$ cat src/rtl/comparison_pkg.sv
// rtl/comparison_pkg.sv - shared comparison-type enum for compare cores
package Comparison;
  typedef enum logic [1:0] {
    CMP_LT = 2'd0,
    CMP_GT = 2'd1,
    CMP_EQ = 2'd2
  } comparison_t;
endpackage

$ cat src/rtl/posit_reduce_pkg.sv
// rtl/posit_reduce_pkg.sv - state/mode enums and NaR helper for the posit extremum reducer
package posit_reduce_pkg;
  typedef enum logic [1:0] {
    ST_IDLE = 2'd0,
    ST_RUN  = 2'd1,
    ST_DONE = 2'd2
  } state_t;

  typedef enum logic {
    MODE_MAX = 1'b0,
    MODE_MIN = 1'b1
  } mode_t;

  // NaR is the pattern with only the sign bit set; callers slice to their width.
  function automatic logic [63:0] nar_pattern(input int width);
    return 64'd1 << (width - 1);
  endfunction
endpackage

$ cat src/rtl/posit_compare_core.sv
// rtl/posit_compare_core.sv - combinational posit compare, NaR unordered against everything
module posit_compare_core
  import posit_reduce_pkg::*;
  import Comparison::*;
#(
  parameter int WIDTH = 8,
  parameter int ES    = 1
) (
  input  logic [WIDTH-1:0] a,
  input  logic [WIDTH-1:0] b,
  input  comparison_t      comp,
  output logic             out
);

  localparam logic [WIDTH-1:0] NAR = WIDTH'(nar_pattern(WIDTH));

  // Posit ordering matches two's-complement ordering, so ES never affects the result.
  if (ES >= WIDTH) begin : g_es_exceeds_width
  end

  logic unordered;
  assign unordered = (a == NAR) || (b == NAR);

  always_comb begin
    out = 1'b0;
    if (!unordered) begin
      case (comp)
        CMP_LT:  out = $signed(a) < $signed(b);
        CMP_GT:  out = $signed(a) > $signed(b);
        CMP_EQ:  out = (a == b);
        default: out = 1'b0;
      endcase
    end
  end

endmodule

$ cat src/rtl/posit_extremum_reducer.sv
// rtl/posit_extremum_reducer.sv - streaming max/min + index reducer; optional abort via POSIT_REDUCE_ABORT_EN
module posit_extremum_reducer
  import posit_reduce_pkg::*;
  import Comparison::*;
#(
  parameter int WIDTH     = 8,
  parameter int ES        = 1,
  parameter int LEN_WIDTH = 16
) (
  input  logic                 clock,
  input  logic                 resetn,
  input  logic                 cfgValid,
  output logic                 cfgReady,
  input  logic                 cfgMode,
  input  logic [LEN_WIDTH-1:0] cfgCount,
  input  logic                 inValid,
  output logic                 inReady,
  input  logic [WIDTH-1:0]     inData,
`ifdef POSIT_REDUCE_ABORT_EN
  input  logic                 abort,
`endif
  output logic                 outValid,
  input  logic                 outReady,
  output logic [WIDTH-1:0]     outValue,
  output logic [LEN_WIDTH-1:0] outIndex,
  output logic                 outNaR,
  output logic                 outEmpty
);

  localparam logic [WIDTH-1:0] NAR = WIDTH'(nar_pattern(WIDTH));

  state_t                 state_q, state_d;
  mode_t                  mode_q;
  logic [LEN_WIDTH-1:0]   count_q, idx_q, best_idx_q;
  logic [WIDTH-1:0]       best_q;
  logic                   nar_q, empty_q;
  logic                   abort_w, accept, last_elem, better;
  comparison_t            comp_sel;

`ifdef POSIT_REDUCE_ABORT_EN
  assign abort_w = abort;
`else
  assign abort_w = 1'b0;
`endif

  assign accept    = (state_q == ST_RUN) && inValid;
  assign last_elem = (idx_q == count_q - LEN_WIDTH'(1));
  assign comp_sel  = (mode_q == MODE_MIN) ? CMP_LT : CMP_GT;

  posit_compare_core #(.WIDTH(WIDTH), .ES(ES)) u_cmp (
    .a    (inData),
    .b    (best_q),
    .comp (comp_sel),
    .out  (better)
  );

  always_ff @(posedge clock) begin
    if (!resetn) state_q <= ST_IDLE;
    else         state_q <= state_d;
  end

  always_comb begin
    state_d = state_q;
    case (state_q)
      ST_IDLE: if (cfgValid) state_d = (cfgCount == '0) ? ST_DONE : ST_RUN;
      ST_RUN:  if (inValid && last_elem) state_d = ST_DONE;
      ST_DONE: if (outReady) state_d = ST_IDLE;
      default: state_d = ST_IDLE;
    endcase
    if (abort_w && (state_q != ST_IDLE)) state_d = ST_IDLE;
  end

  always_comb begin
    cfgReady = (state_q == ST_IDLE);
    inReady  = (state_q == ST_RUN);
    outValid = (state_q == ST_DONE);
  end

  always_ff @(posedge clock) begin
    if (!resetn) begin
      mode_q     <= MODE_MAX;
      count_q    <= '0;
      idx_q      <= '0;
      best_q     <= '0;
      best_idx_q <= '0;
      nar_q      <= 1'b0;
      empty_q    <= 1'b0;
    end else begin
      case (state_q)
        ST_IDLE: begin
          if (cfgValid) begin
            mode_q     <= mode_t'(cfgMode);
            count_q    <= cfgCount;
            idx_q      <= '0;
            best_q     <= '0;
            best_idx_q <= '0;
            nar_q      <= 1'b0;
            empty_q    <= (cfgCount == '0);
          end
        end
        ST_RUN: begin
          if (accept) begin
            idx_q <= idx_q + LEN_WIDTH'(1);
            // Once NaR is captured the result is frozen for the rest of the job.
            if (!nar_q) begin
              if (inData == NAR) begin
                best_q     <= NAR;
                best_idx_q <= idx_q;
                nar_q      <= 1'b1;
              end else if ((idx_q == '0) || better) begin
                best_q     <= inData;
                best_idx_q <= idx_q;
              end
            end
          end
        end
        ST_DONE: if (outReady || abort_w) empty_q <= 1'b0;
        default: ;
      endcase
    end
  end

  assign outValue = best_q;
  assign outIndex = best_idx_q;
  assign outNaR   = nar_q;
  assign outEmpty = empty_q;

endmodule

$ cat config.mk
export PLATFORM = sky130hd
export DESIGN_NAME = posit_extremum_reducer
export DESIGN_NICKNAME = d
export VERILOG_FILES = /design/src/rtl/comparison_pkg.sv /design/src/rtl/posit_reduce_pkg.sv /design/src/rtl/posit_compare_core.sv /design/src/rtl/posit_extremum_reducer.sv
export SDC_FILE = /design/constraint.sdc
export NUM_CORES = 1
export LEC_CHECK = 0
export CAP_MARGIN = 20
export CORE_UTILIZATION = 28
export CTS_CLUSTER_SIZE = 40
export DETAILED_ROUTE_END_ITERATION = 8
export DONT_BUFFER_PORTS = 1
export PLACE_DENSITY = 0.38
export SYNTH_ARGS = -nofsm -noshare
export SYNTH_HDL_FRONTEND = slang
export SYNTH_HIERARCHICAL = 1
export SYNTH_SLANG_ARGS = --single-unit
$ cat constraint.sdc
create_clock -name clock -period 5.59 [get_ports clock]
set_input_delay 0.559 -clock clock [delete_from_list [all_inputs] [get_ports clock]]
set_output_delay 0.559 -clock clock [all_outputs]
set_load 0.02 [all_outputs]
After elaboration in Yosys (flattened, before gate mapping)
Cells that the tools add are included.
{ "classes": {"n_addsub": 2, "multipliers": 0, "n_div": 0, "n_lt_le_gt_ge": 2, "eq_ne": 14, "shift": 0, "mux": 30, "bitwise": 0, "reduce_logical": 15} }
{ "op_table": {"columns": ["cell", "n"], "rows": [
  ["2-to-1 mux 16 bit", 6],
  ["one-hot mux 16 bit (2 select lines)", 2],
  ["2-to-1 mux 8 bit", 5],
  ["logical NOT 16 bit", 2],
  ["adder 16 x 1 -> 16 bit, second input constant", 1],
  ["== test 16 bit", 1],
  ["== test 8 bit, second input constant", 2],
  ["one-hot mux 8 bit (2 select lines)", 1],
  ["subtractor 16 x 1 -> 16 bit, second input constant", 1],
  ["AND reduction 3 bit", 3],
  ["== test 8 bit", 1],
  ["> comparator 8 bit", 1],
  ["less-than comparator 8 bit", 1],
  ["2-to-1 mux 1 bit", 8],
  ["2-to-1 mux 2 bit", 4],
  ["inequality test 2 x 1 -> 1 bit, second input constant", 3],
  ["one-hot mux 2 bit (3 select lines)", 1],
  ["AND reduction 5 bit", 1],
  ["logical NOT 2 bit", 2],
  ["inequality test 2 bit, second input constant", 2],
  ["one-hot mux 1 bit (2 select lines)", 2],
  ["nonzero test 2 bit", 2],
  ["inequality test 3 x 1 -> 1 bit, second input constant", 1],
  ["one-hot mux 1 bit (3 select lines)", 1],
  ["other kinds (7)", 9]
]} }
{ "totals": {"ff_bits": 61, "latch_bits": 0, "mem_bits_rw": 0, "rom_bits": 0, "in_bits": 30, "out_inout_bits": 29, "wordCells": 71, "n_memories": 0} }

Longest topological paths before layout
{ "logic_depth": {"word_depth": 10, "mapped_depth": 14, "depth_no_buf": 12} }

Cells and area by module
Netlist, hierarchy kept.
{ "by_module_without_submodules": {"columns": ["module", "instances", "cells_per_inst", "area_per_inst_um2", "seq_area_each_um2"], "rows": [
  ["posit_extremum_reducer", 1, 356, 3044.2, 1221.2],
  ["posit_compare_core", 1, 42, 291.5, 0.0]
]} }

Least setup slack after synthesis
Ideal clock, no wire load.
{ "synth_path": {"path_type": "input -> register", "from": "in inData[7]", "to": "reg best_idx_q[0] (netlist: outIndex[0])", "setup_ps": 65, "arrival_time_ps": 3000, "required_time_ps": 5525, "path_slack_ps": 2525, "path_stages": 13, "n_path_buf": 2, "cell_sequence": "ha_1 > nand4_2 > a211o_1 > and4b_1 > or4_1 > a31oi_1 > a21oi_1 > a211oi_1 > and2_1 > buf_2 > buf_4 > a22oi_1 > nor2b_1"} }
{ "synth_between": {"elab_chain_cells": 6, "elab_cells_between_ends": 14, "cone_classes": "2 x order compare; 3 x eq/ne; 6 x mux; 3 x reduce/logical"} }
{ "synth_lines": {"columns": ["item", "line_no", "rtl"], "rows": [
  ["start: declaration", "posit_extremum_reducer.sv:18", "input logic [WIDTH-1:0] inData,"],
  ["> comparator 8 bit (tied with other cells)", "posit_compare_core.sv:29", "CMP_GT: out = $signed(a) > $signed(b);"],
  ["one-hot mux 1 bit (3 select lines) or logical OR 1 bit (tied branches)", "posit_compare_core.sv:27, posit_compare_core.sv:22", null],
  ["2-to-1 mux 1 bit *", "posit_compare_core.sv:26", "if (!unordered) begin"],
  ["net better", "posit_extremum_reducer.sv:37", "logic abort_w, accept, last_elem, better;"],
  ["logical OR 1 bit *", "posit_extremum_reducer.sv:110", "end else if ((idx_q == '0) || better) begin"],
  ["inequality test 3 x 1 -> 1 bit (no source line) *", null, null],
  ["AND reduction 5 bit (no source line) *", null, null],
  ["end signal: assignment", "posit_extremum_reducer.sv:108", "best_idx_q <= idx_q;"],
  ["end signal: assignment", "posit_extremum_reducer.sv:112", "best_idx_q <= idx_q;"],
  ["end: declaration", "posit_extremum_reducer.sv:34", "logic [LEN_WIDTH-1:0] count_q, idx_q, best_idx_q;"]
]} }
The timed path passes the listed nets; every way through them passes the cells marked *. The select of a mux whose other input is x is not followed.
A chain may end at the register's enable or synchronous reset.

Worst setup path in the final report
{ "layout_path": {"from": "reg best_q[7] (netlist: outValue[7])", "to": "reg best_idx_q[10] (netlist: outIndex[10])"} }
{ "layout_between": {"elab_chain_cells": 6, "elab_cells_between_ends": 10, "cone_classes": "2 x order compare; 3 x eq/ne; 2 x mux; 3 x reduce/logical"} }
{ "layout_lines": {"columns": ["item", "line_no", "rtl"], "rows": [
  ["start: declaration", "posit_extremum_reducer.sv:35", "logic [WIDTH-1:0] best_q;"],
  ["start signal: assignment", "posit_extremum_reducer.sv:111", "best_q <= inData;"],
  ["> comparator 8 bit (tied with other cells)", "posit_compare_core.sv:29", null],
  ["one-hot mux 1 bit (3 select lines) or logical OR 1 bit (tied branches)", "posit_compare_core.sv:27, posit_compare_core.sv:22", null],
  ["2-to-1 mux 1 bit *", "posit_compare_core.sv:26", null],
  ["net better", "posit_extremum_reducer.sv:37", null],
  ["logical OR 1 bit *", "posit_extremum_reducer.sv:110", null],
  ["inequality test 3 x 1 -> 1 bit (no source line) *", null, null],
  ["AND reduction 5 bit (no source line) *", null, null]
]} }
The timed path passes the listed nets; every way through them passes the cells marked *.

==> results.sh <==
export IMPL_outcome="finished with violations"
export IMPL_violations="DRC"
export IMPL_fin_skew_ns=0.004989
export IMPL_place_congestion=0.7298
export IMPL_clock_path_buffers=2
export IMPL_synth_ff_type="dfxtp_1"
export IMPL_grt_max_degree=49
export IMPL_htreeDepth=3
export IMPL_crit_fanout=24
export IMPL_yosys_top_cells_area="dfxtp_1, nand2_1, nor2b_1, a22oi_1, xnor2_1"
export IMPL_cts_sinks=61
export IMPL_dr_pass1_iters=6
export IMPL_grt_pass1_wl_um=15140
export IMPL_power_frac_comb_pct=11.0
export IMPL_core_area_um2=11520
export IMPL_num_rows=39
export IMPL_ys_ff_latch=61
export IMPL_crit_path_start_kind="flip-flop"
export IMPL_p_seq_share_pct=40.1
export IMPL_maxCapViolations=0
export IMPL_wl_um=9128
export IMPL_clock_root_buffer="clkbuf_16"
export IMPL_synthCells=398
export IMPL_antenna_found_initial=0
export IMPL_slew_violations=0
export IMPL_grt_pass1_vias=2790
export IMPL_ctsResizeCount=0
export IMPL_final_setup_tns_ns=0
export IMPL_areaGrowthSynthToFinish_pct=12.27
export IMPL_hp_class="primary input to flip-flop"
export IMPL_dp_hpwl_um=6614
export IMPL_yosysSeqAreaShare_pct=36.61
export IMPL_clkPwrFrac_pct=48.9
export IMPL_viasPerCell=5.100
export IMPL_drtIter0Drc=117
export IMPL_drive_gt1_share_pct=6.818
export IMPL_cts_clk_slew_worst_paths_ns=0.05
export IMPL_finalHoldViolations=0
export IMPL_die_h_um=111.1
export IMPL_vias=2749
export IMPL_final_antenna_net_count=0
export IMPL_switching_share_pct=25.24
export IMPL_grt_overflow_total=0
export IMPL_intPower_uw=864.1
export IMPL_fillers=1237
export IMPL_synth_edf_count=0
export IMPL_synth_async_reset_ratio_pct=0
export IMPL_syn_mean_instance_area_um2=8.381
export IMPL_track_usage_pct=15.89
export IMPL_worst_pin_slew_ns=0.9613
export IMPL_fin_ws_ns=1.836
export IMPL_multi_input_area_um2=1966
export IMPL_synth_distinct_cells=51
export IMPL_post_place_ws_ns=1.855
export IMPL_period_share_pct=67.16
export IMPL_whs_ns=0.3690
export IMPL_critical_path_required_ns=5.86
export IMPL_peakVddDrop_uv=111.8
export IMPL_cts_inserted_buffers=9
export IMPL_grt_setup_unrepaired="no"
export IMPL_fin_util_pct=32.52
export IMPL_max_freq_mhz=266.4
export IMPL_dieWidth_um=111.1
export IMPL_power_switching_uw=291.7
export IMPL_cts_tree="yes"
export IMPL_dieArea_um2=12350
export IMPL_ys_warn_count=6
export IMPL_io_pins=59
export IMPL_drc=2
export IMPL_synth_top_area_share_pct=36.61
export IMPL_hold_buffers=0
export IMPL_relSlewSlack_pct=35.91
export IMPL_power_leakage_nw=1.286
export IMPL_insertion_delay_ns=0.33
export IMPL_antenna_diode_count=0
export IMPL_routedWlPerCell_um=16.94
export IMPL_start_util_pct=28.97
export IMPL_register_area_um2=1221
export IMPL_p_per_area_nw_per_um2=308.6
export IMPL_cp_arrival_ns=4.03
export IMPL_yosysTopAreaCell="dfxtp_1"
export IMPL_endpoint_kind="flip-flop"
export IMPL_place_port_buffers=0
export IMPL_period_minus_slack_ns=3.754
export IMPL_setup_violations=0
export IMPL_syn_area_um2=3336
export IMPL_fin_nets=433
export IMPL_critPathKind="flip-flop to flip-flop"
export IMPL_postCtsSetupRepairBufs=0
[layer usage]
layer	part of all wire [%]	vias up	track usage, %
met2	45	59	25.32
met5	0	-	0
li1	-	1383	-
met3	5.6	14	4.811
met1	47	1293	19.89
met4	2.0	0	6.577
[worst paths after layout]
path,from,end,slack (ns),cells after the start
setup / recovery,outValue[7],outIndex[10],1.84,12
hold / removal,resetn,outValue[3],0.37,1
setup reg to reg,outValue[7],outIndex[10],1.84,12
hold reg to reg,mode_q,mode_q,0.48,2
[registers in the layout, indices dropped and copies added (netlist names)]
name      count
outValue      8
count_q      16
mode_q        1
outNaR        1
outIndex     16
state_q       2
outEmpty      1
idx_q        16
[synth_stat cells, types with 2 or more instances]
| library cell | number |
|---|---|
| a211oi_1 | 2 |
| a21boi_0 | 19 |
| a21oi_1 | 9 |
| a22oi_1 | 24 |
| a31oi_1 | 6 |
| and2_1 | 4 |
| and3_1 | 3 |
| buf_2 | 2 |
| buf_4 | 2 |
| clkbuf_1 | 15 |
| dfxtp_1 | 61 |
| ha_1 | 11 |
| inv_1 | 19 |
| mux2i_1 | 3 |
| nand2_1 | 50 |
| nand2b_1 | 5 |
| nand3_1 | 5 |
| nand3b_1 | 3 |
| nand4_1 | 11 |
| nor2_1 | 27 |
| nor2b_1 | 30 |
| nor3_1 | 9 |
| nor4_1 | 11 |
| nor4b_1 | 3 |
| nor4b_2 | 2 |
| o21ai_0 | 6 |
| or4_1 | 2 |
| xnor2_1 | 19 |
| xor2_1 | 13 |
[cell usage in the layout, fill, tap and decap left out, types with 2 or more instances in the layout]
cell type	netlist	routed
o21ai_0	6	6
dfxtp_1	61	61
inv_1	19	19
clkbuf_8	0	2
nand2b_1	5	5
xnor2_1	19	19
nor4_1	11	11
nand3b_1	3	3
clkinv_2	0	2
nor2b_1	30	30
and3_1	3	3
nor3_1	9	9
a22oi_1	24	24
a31oi_1	6	6
and2_1	4	4
or4_1	2	2
a21oi_1	9	9
nand4_1	11	11
a21boi_0	19	19
clkbuf_16	0	9
xor2_1	13	13
conb_1	1	3
ha_1	11	11
nor4b_2	2	2
nand3_1	5	5
mux2i_1	3	3
nand2_1	50	50
nor4b_1	3	3
a211oi_1	2	2
nor2_1	27	27
[through the flow]
stage / power [mW] / instance area (um^2) / instances
2_1_floorplan: 0.5745 / 3343 / 400
3_3_place_gp: 0.5993 / 3445 / 524
3_5_place_dp: 0.5999 / 3445 / 524
4_1_cts: 1.175 / 3745 / 539
5_1_grt: 1.214 / 3745 / 539
6_report: 1.156 / 3745 / 539
[cells by family after synthesis]
| family | count (synthesis) | synth area share, % |
|---|---|---|
| AO/OA/AOI/OAI | 74 | 15.68 |
| XOR/XNOR | 33 | 8.890 |
| adder cells (fa/ha/maj) | 11 | 4.126 |
| buffers and inverters | 39 | 4.688 |
| flip-flops | 61 | 36.61 |
| multiplexers | 3 | 0.9003 |
| other | 1 | 0.1124 |
| AND/OR/NAND/NOR | 176 | 29.00 |
[power groups by stage]
stage,logic [mW],registers (mW),clock network [mW]
CTS,0.128,0.463,0.583
detailed placement,0.127,0.473,0
global route,0.143,0.465,0.607
finish,0.127,0.463,0.565
floorplan,0.107,0.467,0
global placement,0.127,0.473,0
[critical path: stages, from the launching register on]
cell and delay (ns):
dfxtp_1 0.48, inv_1 0.08, ha_1 0.35, nand4_2 0.14, a211o_1 0.27, and4b_1 0.20
or4_1 0.49, a31oi_1 0.17, a21oi_1 0.05, a211oi_1 0.29, and2_1 0.80, a22oi_1 0.22
nor2b_1 0.13
[final cells by class]
cell class	instances	share of cell area [%]
Timing Repair Buffer	1	0.2005
Inverter	19	1.904
Tap cell	143	4.778
Sequential cell	61	32.61
Clock inverter	4	1.270
Clock buffer	11	6.749
Multi-Input combinational cell	300	52.49
No activity file was read; power rests on OpenSTA's default activity.
